File: src/rtl/hpu_pkg.sv
// rtl/hpu_pkg.sv - shared state type and buffer width helpers for the agu read stream
package hpu_pkg;

  typedef enum logic [1:0] {IDLE, ISSUE, DRAIN} rs_state_t;

  function automatic int ptr_w(input int depth);
    return (depth > 1) ? $clog2(depth) : 1;
  endfunction

  // Occupancy needs one extra bit so that "full" is distinguishable from "empty".
  function automatic int cnt_w(input int depth);
    return ptr_w(depth) + 1;
  endfunction

endpackage

File: src/rtl/sync_fifo.sv
// rtl/sync_fifo.sv - single-clock FIFO with occupancy count, power-of-2 depth
module sync_fifo
  import hpu_pkg::*;
#(
  parameter int W     = 33,
  parameter int DEPTH = 4,
  localparam int PW   = ptr_w(DEPTH),
  localparam int CW   = cnt_w(DEPTH)
) (
  input  logic          clk,
  input  logic          rst,
  input  logic          push,
  input  logic [W-1:0]  wdata,
  input  logic          pop,
  output logic [W-1:0]  rdata,
  output logic          empty,
  output logic          full,
  output logic [CW-1:0] count
);

  logic [W-1:0]  mem_q [DEPTH];
  logic [PW-1:0] wr_ptr_q, wr_ptr_d;
  logic [PW-1:0] rd_ptr_q, rd_ptr_d;
  logic [CW-1:0] count_q, count_d;
  logic          do_push, do_pop;

  assign do_pop  = pop && !empty;
  // A full FIFO may still take a write when the head leaves in the same cycle.
  assign do_push = push && (!full || do_pop);

  always_comb begin
    wr_ptr_d = wr_ptr_q + PW'(do_push);
    rd_ptr_d = rd_ptr_q + PW'(do_pop);
    count_d  = count_q + CW'(do_push) - CW'(do_pop);
  end

  always_ff @(posedge clk) begin
    if (rst) begin
      wr_ptr_q <= '0;
      rd_ptr_q <= '0;
      count_q  <= '0;
    end else begin
      wr_ptr_q <= wr_ptr_d;
      rd_ptr_q <= rd_ptr_d;
      count_q  <= count_d;
    end
  end

  always_ff @(posedge clk) begin
    if (do_push) mem_q[wr_ptr_q] <= wdata;
  end

  assign rdata = mem_q[rd_ptr_q];
  assign empty = (count_q == '0);
  assign full  = (count_q == CW'(DEPTH));
  assign count = count_q;

endmodule

File: src/rtl/agu_rd_stream.sv
// rtl/agu_rd_stream.sv - turns agu addresses into BRAM reads and streams the data out
module agu_rd_stream
  import hpu_pkg::*;
#(
  parameter int AW     = 32,
  parameter int DW     = 32,
  parameter int RD_LAT = 1,
  parameter int DEPTH  = 4
) (
  input  logic          clk,
  input  logic          rst,
  input  logic          start,
  output logic          agu_en,
  input  logic [AW-1:0] agu_addr,
  input  logic          agu_last,
  output logic          mem_en,
  output logic [AW-1:0] mem_addr,
  input  logic [DW-1:0] mem_rdata,
  output logic          m_valid,
  output logic [DW-1:0] m_data,
  output logic          m_last,
  input  logic          m_ready,
  output logic          busy,
  output logic          done
);

  localparam int CW = cnt_w(DEPTH);

  rs_state_t         state_q, state_d;
  logic              done_q, done_d;
  logic [RD_LAT-1:0] pv_q, pv_d;
  logic [RD_LAT-1:0] pl_q, pl_d;
  logic [CW:0]       inflight, credit_need;
  logic [CW-1:0]     fifo_count;
  logic              fifo_empty, fifo_full;
  logic [DW:0]       fifo_head;
  logic              issue_req, credit_ok, pop, last_beat;

  // Credits use registered occupancy only; a pop in this cycle is not credited
  // until the next one, which costs one bubble at full but keeps timing short.
  always_comb begin
    inflight = '0;
    for (int i = 0; i < RD_LAT; i++) inflight = inflight + (CW+1)'(pv_q[i]);
    credit_need = inflight + (CW+1)'(fifo_count) + (CW+1)'(1);
    credit_ok   = !fifo_full && (credit_need <= (CW+1)'(DEPTH));
  end

  assign issue_req = ((state_q == IDLE) && start) || (state_q == ISSUE);
  assign agu_en    = issue_req && credit_ok;
  assign mem_en    = agu_en;
  assign mem_addr  = agu_addr;

  always_comb begin
    pv_d    = '0;
    pl_d    = '0;
    pv_d[0] = agu_en;
    pl_d[0] = agu_en && agu_last;
    for (int i = 1; i < RD_LAT; i++) begin
      pv_d[i] = pv_q[i-1];
      pl_d[i] = pl_q[i-1];
    end
  end

  sync_fifo #(.W(DW + 1), .DEPTH(DEPTH)) u_fifo (
    .clk   (clk),
    .rst   (rst),
    .push  (pv_q[RD_LAT-1]),
    .wdata ({pl_q[RD_LAT-1], mem_rdata}),
    .pop   (pop),
    .rdata (fifo_head),
    .empty (fifo_empty),
    .full  (fifo_full),
    .count (fifo_count)
  );

  assign m_valid   = !fifo_empty;
  assign m_data    = fifo_head[DW-1:0];
  assign m_last    = fifo_head[DW] && m_valid;
  assign pop       = m_valid && m_ready;
  assign last_beat = pop && m_last;

  // A single-address run issues its only read on the start cycle and skips ISSUE.
  always_comb begin
    state_d = state_q;
    done_d  = 1'b0;
    case (state_q)
      IDLE:    if (start) state_d = (agu_en && agu_last) ? DRAIN : ISSUE;
      ISSUE:   if (agu_en && agu_last) state_d = DRAIN;
      DRAIN:   if (last_beat) begin
                 state_d = IDLE;
                 done_d  = 1'b1;
               end
      default: state_d = IDLE;
    endcase
  end

  always_ff @(posedge clk) begin
    if (rst) begin
      state_q <= IDLE;
      done_q  <= 1'b0;
      pv_q    <= '0;
      pl_q    <= '0;
    end else begin
      state_q <= state_d;
      done_q  <= done_d;
      pv_q    <= pv_d;
      pl_q    <= pl_d;
    end
  end

  assign busy = (state_q != IDLE);
  assign done = done_q;

endmodule

File: config.mk
export PLATFORM = sky130hd
export DESIGN_NAME = agu_rd_stream
export DESIGN_NICKNAME = d
export VERILOG_FILES = /design/src/rtl/hpu_pkg.sv /design/src/rtl/sync_fifo.sv /design/src/rtl/agu_rd_stream.sv
export SDC_FILE = /design/constraint.sdc
export NUM_CORES = 1
export LEC_CHECK = 0
export CAP_MARGIN = 15
export CORE_MARGIN = 3
export CORE_UTILIZATION = 35
export CTS_BUF_LIST = sky130_fd_sc_hd__clkbuf_8 sky130_fd_sc_hd__clkbuf_16
export CTS_CLUSTER_DIAMETER = 200
export DETAILED_ROUTE_END_ITERATION = 10
export DONT_BUFFER_PORTS = 1
export PLACE_DENSITY = 0.56
export SYNTH_ARGS = -nofsm -noshare
export SYNTH_HDL_FRONTEND = slang
export SYNTH_HIERARCHICAL = 1
export SYNTH_SLANG_ARGS = --single-unit
export TNS_END_PERCENT = 1
File: constraint.sdc
create_clock -name clk -period 14.6 [get_ports clk]
set_input_delay 1.46 -clock clk [delete_from_list [all_inputs] [get_ports clk]]
set_output_delay 1.46 -clock clk [all_outputs]
set_load 0.05 [all_outputs]
==> run summary, run 1 <==
P_sw - 340 uW
Resized Gates After CTS - 0
Peak VDD IR - 0.101 mV
Setup crit start kind - flop
Period minus WS final - 3.95 ns
# hold bufs at CTS - 0
Pleak - 0.00201 uW
Critical Path RT - 13.14 ns
Post-Synthesis Net Count - 346
Clock Tree Buf Depth - 2
most frequent cells in the layout - 132 x edfxtp_1, 30 x mux4_2, 17 x clkbuf_16
Worst Tran Pin Value - 1.06 ns
most common cell after layout, fill and taps aside - edfxtp_1
Iter 0 DRT Violations - 112
XOR/XNOR Fraction of Synth Area - 0.878%
number of global-route vias before repair - 2531
Area growth, synth to finish - 11.5%
Clk Latency, worst-skew pair - 0.42 ns
Switching Share - 28.5%
largest net degree at the start of global routing - 35
Clock power frac - 38.1%
clk_skew - 0.0123 ns
share of layout cells above drive strength 1 - 29.5%
Synth area leaders - edfxtp_1 70%, mux4_2 12%, buf_4 4.3%
Starting Density - 35.9%
post-DP HPWL - 6.02 mm
Post-Synth Simple-Gate Area - 3.51%
IO Port Bufs - 0
DRT Pass-1 Iters - 5
Top Ports - 139
Compound-Gate Fraction of Synth Area - 1.14%
Adder-Cell Fraction of Synth Area - 1.23%
largest family of logic cells by synthesized area - multiplexers
Max Cap Viol - 0
overall routing resource usage - 11.7%
DRC - 0
htree depth - 4
crit end category - primary output
outcome - completed
wirelength, routed - 9.79 mm
RSZ-0062 raised after global routing - false
Syn. warnings - 6
Rows - 46
routability cong. - 0.659
largest area contributor in the netlist - edfxtp_1
# nets final - 333
Routed WL per cell - 20.1 um
mux contribution to synthesized area - 13.2%
final setup vio count - 0
Setup Total Neg Slack - 0 ns
worst-path fanout max - 34
Fmax - 253 MHz
Die Y-Extent - 134 um
Post-CTS Setup Inserts - 0
DR vias/cell - 4.78
Mean Syn Cell Area - 21.0 um2
core area - 15900 um2
Yosys top cell area share - 69.5%
final design area excluding fillers - 6360 um2
Post-Syn Instances - 272
clk root buf - clkbuf_16
Post-Syn Area - 5700 um2
TritonCTS buffer count - 17
clk slew on worst S/H paths - 0.06 ns
worst min path class - reg -> reg
DRT antenna net count - 0
fraction of power consumed by sequential logic - 43.2%
global-route wire length before repair - 15.0 mm
clock sink total - 144
PwrDens - 188 nW/um2
CTS tree - done
Slew Viols, Final - 0
Int Power - 853 uW
synthesized flop and latch total - 144
CP Data Arrival Time - 2.49 ns
Post-DP Area - 5740 um2
number of diodes - 0
total grt overflow - 0
Comb pwr share - 18.8%
kind of critical path - reg -> out
Final Hold Fails - 0
final period utilization - 27.1%
Die Footprint - 17900 um2
Slew HR - 29.2%
Seq/Total Area, Yosys - 73.7%
DIE WIDTH - 134 um
initial antenna violation count - 0
count of unique library cells instantiated by Yosys - 35
DR vias - 2326
==> state kept, by name, summed over array words and instances (netlist names) <==
signal,flops
u_fifo/count,3
u_fifo/wr_ptr_q,2
u_fifo/rd_ptr_q,2
pv_q,1
state_q,2
pl_q,1
u_fifo/mem_q,132
done,1
==> cell usage after synthesis <==
cell type  number
nand3_1         1
fa_1            1
mux4_1          3
nor3_1          3
o32a_1          1
o31ai_2         1
dfxtp_1        12
nor4bb_1        1
or2_1           1
xnor2_1         2
nand3b_1        1
nor2_1          7
buf_6           1
nor2b_1         9
buf_12          3
o21bai_1        1
ha_1            4
edfxtp_1      132
mux4_2         30
nor4b_2         1
xor3_1          1
nor3b_1         2
nand2_1         2
a21boi_0        1
nand2b_1        1
or3b_2          1
o311a_1         1
or2_2           2
buf_4          33
nor4b_1         1
buf_2           4
inv_1           5
o211ai_1        1
xor2_1          1
o21ba_2         1
==> through the flow <==
| step | total power, uW | util (%) | cells | hold WS [ns] | setup slack, ns |
|---|---|---|---|---|---|
| 2_1_floorplan | 744 | - | 272 | 0.433 | 8.80 |
| 3_5_place_dp | 753 | 36.1 | 456 | 0.454 | 10.80 |
| 3_3_place_gp | 748 | 36.1 | 456 | 0.448 | 10.80 |
| 5_1_grt | 1250 | 40.0 | 487 | 0.495 | 10.46 |
| 6_report | 1190 | 40.0 | 487 | 0.463 | 10.65 |
| 4_1_cts | 1210 | 40.0 | 487 | 0.464 | 10.57 |
==> per-layer routing <==
metal | routed length [um] | global-route usage, %
met1 | 4010 | 12.8
met3 | 730 | 5.70
met2 | 4850 | 18.8
met5 | 0 | 0
met4 | 197 | 6.17
==> power groups by stage <==
stage	logic (uW)	clock network, uW	registers, uW
6_report	224	454	515
5_1_grt	237	489	520
4_1_cts	229	468	516
3_5_place_dp	229	0	524
3_3_place_gp	227	0	522
2_1_floorplan	224	0	520
==> final timing paths <==
kind | startpoint | to | slack [ns] | depth (start not counted)
worst min register to register | state_q[1] | done | 0.46 | 2
worst max register to register | u_fifo/count[1] | u_fifo/mem_q[3][5] | 12.12 | 5
worst max-delay path | u_fifo/rd_ptr_q[1] | m_last | 10.65 | 2
worst min-delay path | state_q[1] | done | 0.46 | 2
==> critical path: stages (launching register included) <==
cell     delay [ns]
dfxtp_2        0.98
mux4_1         0.31
nor2b_1        0.78
==> cells by family (layout without fill, tap and decap cells) <==
family	after synthesis	after routing
multiplexers	33	33
flip-flops	144	144
buffers and inverters	46	45
adder cells (fa/ha/maj)	5	5
AO/OA/AOI/OAI	7	7
XOR/XNOR	4	4
AND/OR/NAND/NOR	33	33
==> final cells by class <==
class,count,area [um2]
multi-input combinational,82,1170
inverter,5,18.8
timing repair buffer,9,67.6
clock buffer,17,425
tap,216,270
fill,1445,9530
sequential,144,4210
clock inverter,14,198
Power figures use the tool's default switching activity.
==> run 2: changes to the inputs <==
==> constraint.sdc (replaced) <==
create_clock -name clk -period 4.01 [get_ports clk]
set_input_delay 0.401 -clock clk [delete_from_list [all_inputs] [get_ports clk]]
set_output_delay 0.401 -clock clk [all_outputs]
set_load 0.05 [all_outputs]
==> run summary, run 2 (same netlist as run 1, synthesis figures left out) <==
FF-to-FF Start - u_fifo/count[1]
fillers - 1444
Iter 0 DRT Violations - 135
Final Hold Fails - 0
share of layout cells above drive strength 1 - 29.6%
Critical Path RT - 4.15 ns
Peak VDD IR - 0.481 mV
wl on met1 - 3.72 mm
RR Endpoint - u_fifo/mem_q[1][7]
DRT antenna net count - 0
largest net degree at the start of global routing - 34
routability cong. - 0.720
Die Y-Extent - 134 um
hold-critical path depth - 1
wirelength, routed - 9.71 mm
Worst path max stage delay - 0.74 ns
clk root buf - clkbuf_16
Starting Density - 35.9%
Rows - 46
pre-CTS WS - 0.907 ns
post-route worst setup slack - 1.20 ns
crit end category - flop
CP Data Arrival Time - 2.95 ns
Top Ports - 139
WHS Endpoint - u_fifo/rd_ptr_q[1]
Pleak - 0.00198 uW
Area growth, synth to finish - 11.0%
Finished Core Util - 39.8%
DR vias/cell - 4.75
core area - 15900 um2
# hold bufs at CTS - 0
RSZ-0062 raised after global routing - false
met3 routed WL - 886 um
Top reg by flops - u_fifo/mem_q
DRT Pass-1 Iters - 4
outcome - completed
Cell Chain, Critical Path - nor3_1 -> nor2b_1 -> nor4b_2 -> nor4bb_4 -> buf_6 -> buf_4
max FFs per register - 132
post-DP HPWL - 5.99 mm
Max Cap Viol - 0
kind of critical path - reg -> reg
critical path's slowest cell - nor4b_2
Clock Tree Buf Depth - 2
Max Used Layer - met4
Fmax - 356 MHz
Post-CTS Setup Inserts - 0
worst-path fanout max - 18
Worst Tran Pin Value - 1.06 ns
worst min path class - in -> reg
Slew Viols, Final - 0
initial antenna violation count - 0
IO Port Bufs - 0
total grt overflow - 0
DRC - 0
number of global-route vias before repair - 2527
# nets final - 331
global-route wire length before repair - 14.9 mm
DIE WIDTH - 134 um
clk_skew - 0.00783 ns
fin cells - 486
post-placement cell count - 453
Setup crit start kind - flop
final setup vio count - 0
CTS tree - done
most frequent cells in the layout - 132 x edfxtp_1, 30 x mux4_2, 17 x clkbuf_16
htree depth - 4
TritonCTS buffer count - 17
Die Footprint - 17900 um2
reg-to-reg slack, setup - 1.20 ns
most common cell after layout, fill and taps aside - edfxtp_1
WL met2 - 4.99 mm
final period utilization - 70.0%
Routed WL per cell - 20.0 um
Slew HR - 29.2%
hold_sp - rst
DR vias - 2307
Resized Gates After CTS - 0
clk slew on worst S/H paths - 0.06 ns
clock sink total - 144
Setup Total Neg Slack - 0 ns
PwrDens - 670 nW/um2
r2r worst-path depth - 6
Period minus WS final - 2.81 ns
number of diodes - 0
overall routing resource usage - 11.5%
Power Total - 4240 uW
Clk Latency, worst-skew pair - 0.41 ns
run 2: changes by cell type in the layout (fill, tap and decap cells not counted), sizes merged:
cell / before / now
inv: 6 / 7
buf: 9 / 7
clkinvlp: 1 / 3
bufinv: 5 / 3
run 2: worst max-delay path by stage:
| stage | cells past startpoint | end | slack (ns) | startpoint |
|---|---|---|---|---|
| 3_5_place_dp | 5 | u_fifo/mem_q[1][18] | 0.91 | u_fifo/count[1] |
| 6_report | 6 | u_fifo/mem_q[1][7] | 1.20 | u_fifo/count[1] |
| 5_1_grt | 6 | u_fifo/mem_q[1][7] | 0.90 | u_fifo/count[1] |
| 2_1_floorplan | 4 | u_fifo/mem_q[1][0] | -0.68 | u_fifo/count[1] |
| 3_3_place_gp | 5 | u_fifo/mem_q[1][17] | 1.08 | u_fifo/count[1] |
| 4_1_cts | 5 | u_fifo/mem_q[1][7] | 0.88 | u_fifo/count[1] |
run 2: metal layers:
metal	track usage (%)	vias up
li1	-	1025
met1	12.5	1197
met2	18.7	71
met3	6.76	14
met4	4.34	0
met5	0	-
run 2: layout make-up:
cell class / instances / area (um2) / share of cell area (%)
Inverter: 5 / 18.8 / 0.297
Clock inverter: 15 / 170 / 2.69
Tap cell: 216 / 270 / 4.27
Sequential cell: 144 / 4210 / 66.5
Timing Repair Buffer: 7 / 56.3 / 0.890
Multi-Input combinational cell: 82 / 1180 / 18.7
Clock buffer: 17 / 425 / 6.72
run 2: power breakdown:
group / leakage (uW) / total [uW] / internal, uW / switching [uW]
clock network: 0.000288 / 1550 / 973 / 575
registers: 0.00130 / 1870 / 1810 / 66.9
logic: 0.000396 / 820 / 210 / 610
total: 0.00198 / 4240 / 2990 / 1250
run 2: metrics by stage:
step	instance area, um2	hold WS, ns
final	6330	0.0507
after global routing	6330	0.0210
after CTS	6320	0.0252
after detailed placement	5720	0.459
after global placement	5720	0.457
after floorplan	5710	0.433
run 2: critical path: cells and delay by family (launching register included):
kind / cells / cell delay, ns
DFF: 1 / 0.39
buffers and inverters: 2 / 0.44
and+or+nand+nor: 4 / 1.69
==> run 3: changes to the inputs <==
==> constraint.sdc (replaced) <==
create_clock -name clk -period 2.66 [get_ports clk]
set_input_delay 0.266 -clock clk [delete_from_list [all_inputs] [get_ports clk]]
set_output_delay 0.266 -clock clk [all_outputs]
set_load 0.05 [all_outputs]
==> run summary, run 3 (same netlist as run 1, synthesis figures left out) <==
Area growth, synth to finish - 18.3%
DR vias/cell - 4.66
clk_skew - 0.00767 ns
share of layout cells above drive strength 1 - 26.9%
Slew Viols, Final - 0
Routed WL per cell - 18.5 um
Final Hold Fails - 0
Clock Tree Buf Depth - 2
clock sink total - 144
Cell Chain, Critical Path - nor3_1 -> nor2b_1 -> nor4b_2 -> buf_4 -> nor4bb_4 -> buf_4
max FFs per register - 132
Fmax - 443 MHz
clk slew on worst S/H paths - 0.05 ns
DRC - 0
hold-critical path depth - 2
# hold bufs at CTS - 33
Max Cap Viol - 0
DRT antenna net count - 0
outcome - completed
Setup crit start kind - flop
Top reg by flops - u_fifo/mem_q
Die Footprint - 17900 um2
initial antenna violation count - 0
RR Endpoint - u_fifo/mem_q[1][16]
Worst path max stage delay - 0.48 ns
Worst Tran Pin Value - 0.509 ns
htree depth - 4
total grt overflow - 0
IO Port Bufs - 0
PwrDens - 975 nW/um2
# nets final - 373
reg-to-reg slack, setup - 0.40 ns
FF-to-FF Start - u_fifo/count[1]
fin cells - 529
CP Data Arrival Time - 2.32 ns
routability cong. - 0.662
WP buf/inv - 2
clk root buf - clkbuf_16
most frequent CP cell - buf_4
Starting Density - 35.9%
Power Total - 6580 uW
Die Y-Extent - 134 um
final setup vio count - 0
TritonCTS buffer count - 17
Post-DP Area - 5810 um2
largest net degree at the start of global routing - 28
kind of critical path - reg -> reg
number of global-route vias before repair - 2698
r2r worst-path depth - 6
Post-CTS Setup Inserts - 0
post-placement cell count - 463
critical path's slowest cell - dfxtp_1
DIE WIDTH - 134 um
Slew HR - 66.2%
post-DP HPWL - 6.17 mm
sequential cell area - 4210 um2
final period utilization - 84.9%
crit end category - flop
DRT Pass-1 Iters - 6
final design area excluding fillers - 6750 um2
Rows - 46
Resized Gates After CTS - 0
wirelength, routed - 9.81 mm
fillers - 1425
DR vias - 2465
CP delay by family, top - simple AND/OR/NAND/NOR gates
Peak VDD IR - 0.486 mV
Period minus WS final - 2.26 ns
overall routing resource usage - 11.8%
global-route wire length before repair - 15.4 mm
most frequent cells in the layout - 132 x edfxtp_1, 33 x dlygate4sd3_1, 30 x mux4_2
Iter 0 DRT Violations - 138
hold_sp - agu_last
RSZ-0062 raised after global routing - false
WHS Endpoint - state_q[1]
worst min path class - in -> reg
Top Ports - 139
Critical Path RT - 2.72 ns
CTS tree - done
most common cell after layout, fill and taps aside - edfxtp_1
core area - 15900 um2
Pleak - 0.00217 uW
worst-path fanout max - 27
Multi-input gate area - 1190 um2
Clk Latency, worst-skew pair - 0.41 ns
[run 3: changes by cell type in the layout (fill, tap and decap cells not counted), moves of 2 or more]
cell	change
clkinvlp_4	-2
inv_1	+2
buf_4	+10
dlygate4sd3_1	+33
clkinv_4	-2
clkinv_1	+3
clkinv_2	-2
[run 3: worst max path at each step]
| stage | cells after the start | to | startpoint |
|---|---|---|---|
| floorplan | 4 | u_fifo/mem_q[0][0] | u_fifo/count[1] |
| global placement | 6 | u_fifo/mem_q[1][3] | u_fifo/count[1] |
| detailed placement | 6 | u_fifo/mem_q[1][2] | u_fifo/count[1] |
| CTS | 2 | m_data[31] | u_fifo/rd_ptr_q[0] |
| global route | 6 | u_fifo/mem_q[1][1] | u_fifo/count[1] |
| finish | 6 | u_fifo/mem_q[1][16] | u_fifo/count[1] |
[run 3: power by group]
part           switching, uW  leakage [uW]  internal, uW
sequential              97.4       0.00130          2720
clock                    846      0.000301          1550
combinational            966      0.000577           399
[run 3: worst reg2reg max path, stage by stage, from the launching register on]
cell,delay (ns)
dfxtp_1,0.48
nor3_1,0.14
nor2b_1,0.30
nor4b_2,0.08
buf_4,0.19
nor4bb_4,0.28
buf_4,0.43
[run 3: routing by layer]
| metal | track usage [%] | part of all wire, % | up-vias |
|---|---|---|---|
| met3 | 5.02 | 6.6 | 20 |
| met5 | 0 | 0 | - |
| met4 | 6.17 | 1.8 | 0 |
| li1 | - | - | 1113 |
| met1 | 14.1 | 41 | 1261 |
| met2 | 18.3 | 50 | 71 |
[run 3: through the flow]
step	worst slack (ns)	hold slack [ns]	setup TNS, ns	utilization (%)
after global routing	0.168	0.0460	0	42.4
final	0.401	0.0536	0	42.5
after global placement	0.504	0.333	0	36.6
after floorplan	-0.628	0.338	-25.19	-
after detailed placement	0.384	0.334	0	36.6
after CTS	0.375	0.0206	0	42.4
[run 3: area by class of cell]
| type | count | share of cell area (%) |
|---|---|---|
| antenna | 1 | 0.0371 |
| clock buffer | 17 | 6.31 |
| clock inverter | 15 | 2.62 |
| inverter | 5 | 0.278 |
| multi-input combinational | 82 | 17.7 |
| sequential | 144 | 62.4 |
| tap | 216 | 4.01 |
| timing repair buffer | 49 | 6.68 |
